### src/rtl/uart_rx_fifo.sv
// Receive byte FIFO between the UART receiver and the register read path; FWFT head, 1-cycle write-to-read latency.
// Full pushes are dropped and latch a sticky overrun flag; the receiver is never stalled.
module uart_rx_fifo #(
  parameter int DATA_WIDTH = 8,
  parameter int ADDR_WIDTH = 4,
  parameter int THRESHOLD  = 8
) (
  input  logic                  clk,
  input  logic                  rst,
  input  logic [DATA_WIDTH-1:0] rx_data,
  input  logic                  rx_valid,
  input  logic                  rd_en,
  input  logic                  flush,
  input  logic                  clr_overrun,
  output logic [DATA_WIDTH-1:0] rd_data,
  output logic                  empty,
  output logic                  full,
  output logic [ADDR_WIDTH:0]   level,
  output logic                  overrun,
  output logic                  irq
);

  localparam int DEPTH = 2**ADDR_WIDTH;
  localparam logic [ADDR_WIDTH:0] LVL_FULL = (ADDR_WIDTH+1)'(DEPTH);
  localparam logic [ADDR_WIDTH:0] LVL_THR  = (ADDR_WIDTH+1)'(THRESHOLD);

  logic [DATA_WIDTH-1:0] mem [DEPTH];
  logic [ADDR_WIDTH-1:0] wr_ptr;
  logic [ADDR_WIDTH-1:0] rd_ptr;
  logic [ADDR_WIDTH:0]   level_q;
  logic                  overrun_q;

  logic pop_ok;
  logic push_ok;
  logic drop;

  // A same-cycle pop frees a slot, so a push into a full FIFO still lands.
  assign pop_ok  = rd_en && (level_q != '0);
  assign push_ok = rx_valid && ((level_q != LVL_FULL) || pop_ok);
  assign drop    = rx_valid && !push_ok;

  always_ff @(posedge clk) begin
    if (push_ok && !flush) begin
      mem[wr_ptr] <= rx_data;
    end
  end

  always_ff @(posedge clk or negedge rst) begin
    if (!rst) begin
      wr_ptr    <= '0;
      rd_ptr    <= '0;
      level_q   <= '0;
      overrun_q <= 1'b0;
    end else if (flush) begin
      wr_ptr    <= '0;
      rd_ptr    <= '0;
      level_q   <= '0;
      overrun_q <= 1'b0;
    end else begin
      if (push_ok) begin
        wr_ptr <= wr_ptr + 1'b1;
      end
      if (pop_ok) begin
        rd_ptr <= rd_ptr + 1'b1;
      end
      if (push_ok && !pop_ok) begin
        level_q <= level_q + 1'b1;
      end else if (pop_ok && !push_ok) begin
        level_q <= level_q - 1'b1;
      end
      // A fresh drop outranks a software clear in the same cycle.
      if (drop) begin
        overrun_q <= 1'b1;
      end else if (clr_overrun) begin
        overrun_q <= 1'b0;
      end
    end
  end

  assign rd_data = (level_q != '0) ? mem[rd_ptr] : '0;
  assign empty   = (level_q == '0);
  assign full    = (level_q == LVL_FULL);
  assign level   = level_q;
  assign overrun = overrun_q;
  assign irq     = (level_q >= LVL_THR) || overrun_q;

endmodule

### config.mk
export PLATFORM = sky130hd
export DESIGN_NAME = uart_rx_fifo
export DESIGN_NICKNAME = d
export VERILOG_FILES = /design/src/rtl/uart_rx_fifo.sv
export SDC_FILE = /design/constraint.sdc
export NUM_CORES = 1
export LEC_CHECK = 0
export BUFFER_PORTS_ARGS = -buffer_cell sky130_fd_sc_hd__buf_2
export CAP_MARGIN = 40
export CORE_AREA = 2 2 108 110
export DETAILED_ROUTE_END_ITERATION = 8
export DIE_AREA = 0 0 110 112
export HOLD_SLACK_MARGIN = 0.05
export PLACE_DENSITY = 0.71
export SYNTH_ARGS = -nofsm -noshare
export SYNTH_HDL_FRONTEND = slang
export SYNTH_SLANG_ARGS = --single-unit
### constraint.sdc
create_clock -name clk -period 5.76 [get_ports clk]
set_input_delay 0.576 -clock clk [delete_from_list [all_inputs] [get_ports clk]]
set_output_delay 0.576 -clock clk [all_outputs]
set_load 0.01 [all_outputs]
==> impl_metrics.yaml, run 1 <==
clock_network:
  clkTransAtPathRegs_ps: 60
  cts_inserted_buffers: 17
  hold_buffers: 0
  postCtsSetupBuffers: 0
  htreeDepth: 4
  cts.sinks: 142
  clk-insertion-delay-late_ps: 410
  cts-root-buf: "clkbuf_16"
  cts.path.max_buffers: 2
  postCtsResizedCells: 0
  cts_tree: "done"
drt:
  post_drt_wl_per_cell_um: 21.4
  via_count: 3019
  vias_per_cell: 5.83
  drcViolationCount: 0
  drt_iter0_markers: 277
  wirelength_um: 11100
  ant_nets: 0
  first_pass_iters: 4
pwr:
  finalPower_mw: 2.86
  p_leak_nw: 2.27
  ir_drop_v: 0.000288
  power_density_nw_per_um2: 422
sta:
  setup_viol: 0
  finalClockSkew_ps: 7.39
  tns_ps: 0
  rsz0062_at_grt: "no"
  fmax_ghz: 0.296
  hold_violations: 0
  tightest_slew_ps: 946
  slew_viol_final: 0
  min_period_ps: 3380
  finalCritPeriodShare: 0.586
  slew_headroom: 0.367
synth:
  yosysTopAreaCellShare: 0.646
  ys_warn_count: 0
  async_reset_ff_frac: 0.0986
  synth_area_leader_cell: "edfxtp_1"
  yosys.cell_types.count: 45
  synth-seq-cells: 142
  yosys-top-cells-count: "edfxtp_1 (128), mux4_2 (32), nor2_1 (27), a211oi_1 (17), dfrtp_1 (14)"
  synth.area.top_cells: "edfxtp_1 (65%), mux4_2 (12%), dfrtp_1 (5.9%)"
  avgSynthCellArea_um2: 18.3
  synth_edf_count: 128
  syn-num-nets: 349
  netlist_area_um2: 5950
  ys_seq_area_frac: 0.704
  post-synth-top-count-cell: "edfxtp_1"
  syn_inst: 325
  synthFlopType: "edfxtp_1"
min_path:
  hold_path.class: "primary input to asynchronous set/reset pin"
global_route:
  grt_pass1_wl_um: 17600
  grt.total_usage: 0.201
  first_global_vias: 3179
  grt_max_degree: 22
  antenna_found_initial: 0
  grt-ovfl-total: 0
critical_path:
  critPathMaxFanout: 21
  crit_type: "flop to primary output"
  start_kind: "flop"
  crit_arrival_ps: 2800
  r2r-start: "level[1]"
  crit_path_start: "rd_ptr[1]"
  cp-end-kind: "primary output"
  cp.required_ps: 5180
floorplanning:
  dieArea_um2: 12300
  chipHeight_um: 112
  start_util: 0.533
  num_rows: 39
  ioPinCount: 31
  die_w_um: 110
  core_um2: 11200
run_status:
  status: "completed"
layout:
  layout.nets: 386
  instances_no_fill: 518
  drive_gt1_frac: 0.293
  n_antenna_cell: 0
  area_growth_pct: 13.9
  design_area_um2: 6780
  postLayoutCoreUtil: 0.607
place:
  hpwlAfterDp_um: 7090
  placed_cell_area_um2: 6220
  io_buffer_count: 30
  dp_cells: 485
  gp_congestion: 0.751
run:
  cap_viol_max_count: 0
worst max-delay path: stages (launching register included):
cell      delay [ps]
dfrtp_2          590
buf_4            460
mux4_2           580
nor2b_1          150
a211oi_1         270
a211oi_1         130
buf_2            200
cells by family after synthesis:
group                      share of synthesized area
adders and majority gates                     0.0223
AOI/OAI and AO/OA                             0.0448
muxes                                          0.140
DFF                                            0.704
and+or+nand+nor                               0.0616
buffers and inverters                         0.0170
xor gates and xnor gates                      0.0103
report_power, final:
group / total, mW / switching, mW / leakage [nW] / internal, mW
combinational: 0.620 / 0.321 / 0.667 / 0.299
clock: 1.00 / 0.414 / 0.262 / 0.590
sequential: 1.24 / 0.0807 / 1.34 / 1.16
metal layers:
layer / vias to the layer above / GRT usage / wire [um]
met5: - / 0 / 0
met4: 0 / 0.0523 / 50
met3: 2 / 0.0615 / 445
met2: 67 / 0.322 / 5690
met1: 1575 / 0.269 / 4890
li1: 1375 / - / -
stage by stage:
step                      hold slack, ps  setup slack (ps)
after global routing                81.1              2190
after CTS                           70.4              2340
after detailed placement             500              2790
after floorplan                      280              3260
final                               68.7              2380
after global placement               497              2860
cells in the final DEF, fill, tap and decap left out, types with 2 or more instances in the layout:
| cell type | n |
|---|---|
| a211oi_1 | 17 |
| a21o_1 | 2 |
| a21oi_1 | 5 |
| buf_2 | 30 |
| buf_4 | 5 |
| clkbuf_16 | 17 |
| clkinv_2 | 5 |
| clkinv_4 | 3 |
| clkinvlp_4 | 4 |
| dfrtp_1 | 13 |
| edfxtp_1 | 128 |
| ha_1 | 9 |
| inv_1 | 3 |
| mux2i_1 | 11 |
| mux4_2 | 32 |
| nand2_1 | 8 |
| nand4b_1 | 3 |
| nor2_1 | 27 |
| nor2b_1 | 13 |
| o211ai_1 | 2 |
| o21ai_0 | 2 |
| or2_2 | 2 |
| or3_1 | 2 |
| xnor2_1 | 2 |
| xor2_1 | 5 |
sequential cells by signal, summed over array words and instances (netlist names):
register and count:
level 5, mem 128, overrun 1, rd_ptr 4, wr_ptr 4
area by class of cell:
| cell class | instances | area (um2) |
|---|---|---|
| clock buffer | 17 | 425 |
| inverter | 3 | 11.3 |
| tap | 143 | 179 |
| multi-input combinational | 163 | 1660 |
| timing repair buffer | 35 | 188 |
| clock inverter | 15 | 124 |
| fill | 805 | 4390 |
| sequential | 142 | 4200 |
worst paths after layout:
kind | end | slack [ps] | cells after the start
worst max-delay path | rd_data[0] | 2380 | 6
worst min-delay path | wr_ptr[2] | 70 | 1
worst max register to register | level[4] | 2900 | 7
worst min register to register | wr_ptr[1] | 620 | 2
max in group asynchronous | rd_ptr[1] | 5400 | 1
min in group clk | overrun | 490 | 4
Power figures use the tool's default switching activity.
==> run 2, diff against run 1 <==
==> config.mk (replaced) <==
export PLATFORM = sky130hd
export DESIGN_NAME = uart_rx_fifo
export DESIGN_NICKNAME = d
export VERILOG_FILES = /design/src/rtl/uart_rx_fifo.sv
export SDC_FILE = /design/constraint.sdc
export NUM_CORES = 1
export LEC_CHECK = 0
export ABC_AREA = 1
export BUFFER_PORTS_ARGS = -buffer_cell sky130_fd_sc_hd__buf_2
export CAP_MARGIN = 40
export CORE_AREA = 2 2 110 112
export DETAILED_ROUTE_END_ITERATION = 8
export DIE_AREA = 0 0 112 114
export HOLD_SLACK_MARGIN = 0.05
export PLACE_DENSITY = 0.74
export SYNTH_ARGS = -nofsm -noshare
export SYNTH_HDL_FRONTEND = slang
export SYNTH_SLANG_ARGS = --single-unit
==> constraint.sdc (replaced) <==
create_clock -name clk -period 2.7 [get_ports clk]
set_input_delay 0.27 -clock clk [delete_from_list [all_inputs] [get_ports clk]]
set_output_delay 0.27 -clock clk [all_outputs]
set_load 0.01 [all_outputs]
==> impl_metrics.yaml, run 2 <==
place:
  gp_congestion: 0.868
  hpwlAfterDp_um: 8570
  io_buffer_count: 30
pwr:
  ir_drop_v: 0.000562
  power_density_nw_per_um2: 934
  p_leak_nw: 2.73
synth:
  yosysTopAreaCellShare: 0.621
  synth_area_leader_cell: "edfxtp_1"
  ys_seq_area_frac: 0.678
  synth.area.top_cells: "edfxtp_1 (62%), nand2_1 (11%), nand3_1 (9.5%)"
  synthFlopType: "edfxtp_1"
  syn-num-nets: 581
  netlist_area_um2: 6190
  async_reset_ff_frac: 0.0986
  avgSynthCellArea_um2: 11.1
  yosys.cell_types.count: 28
  ys_warn_count: 0
  post-synth-top-count-cell: "nand2_1"
  synth_edf_count: 128
  synth-seq-cells: 142
  yosys-top-cells-count: "nand2_1 (189), edfxtp_1 (128), nand3_1 (117), nor2_1 (20), inv_1 (15)"
  syn_inst: 557
run_status:
  status: "completed"
clock_network:
  cts.sinks: 142
  cts-root-buf: "clkbuf_16"
  cts_inserted_buffers: 17
  clk-insertion-delay-late_ps: 430
  cts_tree: "done"
  clkTransAtPathRegs_ps: 60
  cts.path.max_buffers: 2
  htreeDepth: 4
layout:
  n_antenna_cell: 0
  top_register: "mem"
  layout_common_cells: "nand2_1 (189), edfxtp_1 (128), nand3_1 (117)"
  area_growth_pct: 13.6
  drive_gt1_frac: 0.131
  layout.nets: 613
  largest_register_ffs: 128
  final_common_cell: "nand2_1"
critical_path:
  cp.required_ps: 2430
  start_kind: "flop"
  critPathMaxFanout: 19
  cp-endpoint: "rd_data[7]"
  crit_path_start: "rd_ptr[2]"
  rrSetupSlack_ps: 560
  crit_arrival_ps: 2230
  r2r-start: "level[1]"
  r2r_cells: 13
  crit_type: "flop to primary output"
  cp-end-kind: "primary output"
  rr_endpoint: "level[4]"
global_route:
  first_global_vias: 4205
  antenna_found_initial: 0
  grt_max_degree: 42
  grt_pass1_wl_um: 22100
  grt-ovfl-total: 0
  grt.total_usage: 0.231
sta:
  finalCritPeriodShare: 0.924
  timing.hold.ws_ps: 80.8
  fmax_ghz: 0.401
  finalClockSkew_ps: 8.31
  min_period_ps: 2500
  tns_ps: 0
  rsz0062_at_grt: "no"
  tightest_slew_ps: 769
  hold_violations: 0
  slew_viol_final: 0
  slew_headroom: 0.485
  setup_viol: 0
drt:
  ant_nets: 0
  post_drt_wl_per_cell_um: 18.1
  wirelength_um: 13500
  first_pass_iters: 5
  drcViolationCount: 0
  via_count: 4223
  vias_per_cell: 5.64
  drt_iter0_markers: 496
min_path:
  hold_path.class: "primary input to flop"
  hold_depth: 4
floorplanning:
  ioPinCount: 31
  chipHeight_um: 114
  die_w_um: 112
  num_rows: 40
  core_um2: 11700
  dieArea_um2: 12800
  start_util: 0.528
run:
  cap_viol_max_count: 0
## run 2: cell count changes in the layout (fill, tap and decap cells not counted), sizes merged, moves of 12 or more
| cell | previous run | this run |
|---|---|---|
| a211oi | 17 | 0 |
| inv | 4 | 16 |
| mux4 | 32 | 0 |
| nand2 | 8 | 191 |
| nand3 | 1 | 120 |
| nor2b | 13 | 0 |
## run 2: through the flow
stage                     cell area [um2]  total power [mW]  worst slack [ps]   util  std cells
after CTS                            7030              6.58               172  0.600        749
after detailed placement             6430              4.25               562  0.549        716
after global routing                 7030              6.89              42.8  0.600        749
after global placement               6430              4.22               627  0.549        716
final                                7030              6.57               205  0.600        749
after floorplan                      6190              3.80               708      -        557
## run 2: report_power, final
group / switching [mW] / total [mW] / internal [mW]
clock network: 0.870 / 2.34 / 1.47
logic: 1.15 / 1.71 / 0.559
registers: 0.0586 / 2.52 / 2.46
## run 2: final cells by class
class | count | area, um2
Tap cell | 147 | 184
Multi-Input combinational cell | 370 | 1740
Fill cell | 933 | 4680
Sequential cell | 142 | 4200
Timing Repair Buffer | 39 | 245
Clock inverter | 11 | 143
Clock buffer | 21 | 450
Inverter | 19 | 71.3
## run 2: critical path, stage by stage (launching register included)
cell	delay, ps
dfrtp_1	330
buf_4	260
clkinv_1	510
nand3_1	250
nand2_1	120
nand2_1	90
a21oi_1	90
buf_2	150
## run 2: worst min-delay path by stage
stage	to	startpoint	slack, ps
floorplan	level[0]	rst	-30
global placement	level[0]	rst	190
detailed placement	level[0]	rst	190
CTS	overrun	clr_overrun	70
global route	overrun	clr_overrun	110
finish	overrun	clr_overrun	80
## run 2: kinds of logic after synthesis
family / count (synthesis) / share of synthesized area
AOI/OAI and AO/OA: 19 / 0.0172
buffers and inverters: 45 / 0.0408
DFF: 142 / 0.678
and+or+nand+nor: 337 / 0.237
xor gates and xnor gates: 4 / 0.00566
adders and majority gates: 10 / 0.0214
## run 2: repair_timing
item,4_1_cts,5_1_grt
resized for setup,0,0
hold endpoints to repair,14,0
setup buffers,0,0
hold buffers,1,0
## run 2: metal layers
layer	wire length, um	global-route usage	vias to the layer above	part of all wire
met5	0	0	-	0
met4	357	0.105	0	0.026
met3	920	0.0643	32	0.068
met2	6510	0.360	169	0.48
met1	5750	0.306	2032	0.42
li1	-	-	1990	-
==> run 3, diff against run 2 <==
--- a/config.mk
+++ b/config.mk
@@ -5,12 +5,11 @@
 export SDC_FILE = /design/constraint.sdc
 export NUM_CORES = 1
 export LEC_CHECK = 0
-export ABC_AREA = 1
 export BUFFER_PORTS_ARGS = -buffer_cell sky130_fd_sc_hd__buf_2
 export CAP_MARGIN = 40
-export CORE_AREA = 2 2 110 112
+export CORE_AREA = 2 2 108 110
 export DETAILED_ROUTE_END_ITERATION = 8
-export DIE_AREA = 0 0 112 114
+export DIE_AREA = 0 0 110 112
 export HOLD_SLACK_MARGIN = 0.05
 export PLACE_DENSITY = 0.74
 export SYNTH_ARGS = -nofsm -noshare
==> impl_metrics.yaml, run 3 (synthesized netlist as in run 1, its figures left out) <==
drt:
  wirelength_um: 11500
  drcViolationCount: 0
  via_count: 3109
  post_drt_wl_per_cell_um: 21.3
  vias_per_cell: 5.75
  ant_nets: 0
  drt_iter0_markers: 285
  first_pass_iters: 5
pwr:
  p_int_mw: 4.75
  pwr-share-comb: 0.235
  power_switching_mw: 1.77
  p_leak_nw: 2.44
  finalPower_mw: 6.53
  pwr-share-clk: 0.371
  ir_drop_v: 0.000535
  pwr-share-seq: 0.395
  swShare: 0.272
  power_density_nw_per_um2: 921
floorplanning:
  core_um2: 11200
  ioPinCount: 31
  dieArea_um2: 12300
  chipHeight_um: 112
  num_rows: 39
  start_util: 0.533
  die_w_um: 110
min_path:
  min_from: "clr_overrun"
  hold_path.class: "primary input to flop"
  hold_depth: 4
critical_path:
  start_kind: "flop"
  r2r_cells: 8
  r2r-start: "level[1]"
  crit_arrival_ps: 2300
  crit_path_start: "rd_ptr[1]"
  critical_path.top_delay_family: "flip-flops"
  path_cells: "buf_12, mux4_2, nor2b_1, a211oi_1, a211oi_1, buf_2"
  crit_buf_inv: 2
  cpMostUsedCell: "a211oi_1"
  critPathMaxFanout: 5
  path_depth: 6
  crit_type: "flop to primary output"
  cp.required_ps: 2430
  cp-end-kind: "primary output"
  crit_path_top_delay_cell: "dfrtp_4"
  slowest_delay_ps: 480
clock_network:
  clk-insertion-delay-late_ps: 410
  cts.sinks: 142
  clkTransAtPathRegs_ps: 60
  cts_inserted_buffers: 17
  cts_tree: "done"
  cts.path.max_buffers: 2
  cts-root-buf: "clkbuf_16"
  htreeDepth: 4
global_route:
  grt.total_usage: 0.208
  grt_pass1_wl_um: 18100
  grt_max_degree: 33
  first_global_vias: 3271
  grt-ovfl-total: 0
  antenna_found_initial: 0
layout:
  nFillCells: 739
  final_common_cell: "edfxtp_1"
  seq_area_um2: 4200
  n_antenna_cell: 0
  layout_common_cells: "edfxtp_1 (128), mux4_2 (32), buf_2 (30)"
  largest_register_ffs: 128
  top_register: "mem"
  area_growth_pct: 19.0
  multiInputGateArea_um2: 1660
  drive_gt1_frac: 0.329
  layout.nets: 409
sta:
  fmax_ghz: 0.389
  hold_violations: 0
  min_period_ps: 2570
  finalCritPeriodShare: 0.951
  finalClockSkew_ps: 9.27
  tns_ps: 0
  tightest_slew_ps: 691
  slew_viol_final: 0
  setup_viol: 0
  rsz0062_at_grt: "no"
  slew_headroom: 0.539
place:
  io_buffer_count: 30
  hpwlAfterDp_um: 7190
  gp_congestion: 0.784
run_status:
  status: "completed"
run:
  cap_viol_max_count: 0
## run 3: stage by stage
step	util	hold slack, ps	worst slack, ps	instances	cell area, um2
after floorplan	-	-25.6	200	325	5950
after global placement	0.573	195	464	504	6400
after detailed placement	0.573	196	294	504	6400
after CTS	0.630	185	4.22	537	7040
after global routing	0.634	208	43.1	541	7080
final	0.634	199	131	541	7080
## run 3: timing repair
action | in CTS | in global routing
endpoints found under the hold margin | 14 | 0
hold buffers | 1 | 0
buffers inserted | 0 | 4
pin swaps | 0 | 0
endpoints found under the setup margin | 2 | 3
resized for setup | 2 | 0
## run 3: power groups by stage
stage                     clock network, mW  logic, mW  registers [mW]
after CTS                              2.45       1.51            2.59
after global routing                   2.56       1.68            2.59
after detailed placement                  0       1.49            2.63
after global placement                    0       1.44            2.62
final                                  2.42       1.53            2.58
after floorplan                           0       1.05            2.59
## run 3: path summary, 6_finish.rpt
| kind | to | slack [ps] |
|---|---|---|
| max | rd_data[2] | 130 |
| min | overrun | 200 |
| max reg2reg | level[3] | 330 |
| min reg2reg | wr_ptr[3] | 630 |
| max in group asynchronous | rd_ptr[1] | 2110 |
| min in group asynchronous | wr_ptr[1] | 300 |
## run 3: worst reg2reg max path: stages (launching register included)
cell and delay [ps]:
dfrtp_1 470, nor4_4 360, mux2i_1 420, buf_4 230, ha_1 240, nand3_1 80
nand2_1 60, and2_1 160, o41ai_2 260
## run 3: area by class of cell
type | instances | area share
repair buffers | 58 | 0.0583
multi-input cells | 163 | 0.235
well taps | 143 | 0.0253
inverters | 3 | 0.00159
flip-flops and latches | 142 | 0.593
clock buffers | 18 | 0.0606
clock inverters | 14 | 0.0270
## run 3: layer usage
metal	part of all wire	track usage	vias to the layer above
met5	0	0	-
met1	0.41	0.274	1583
li1	-	-	1418
met3	0.055	0.0562	9
met4	0.0087	0.0692	0
met2	0.52	0.335	99
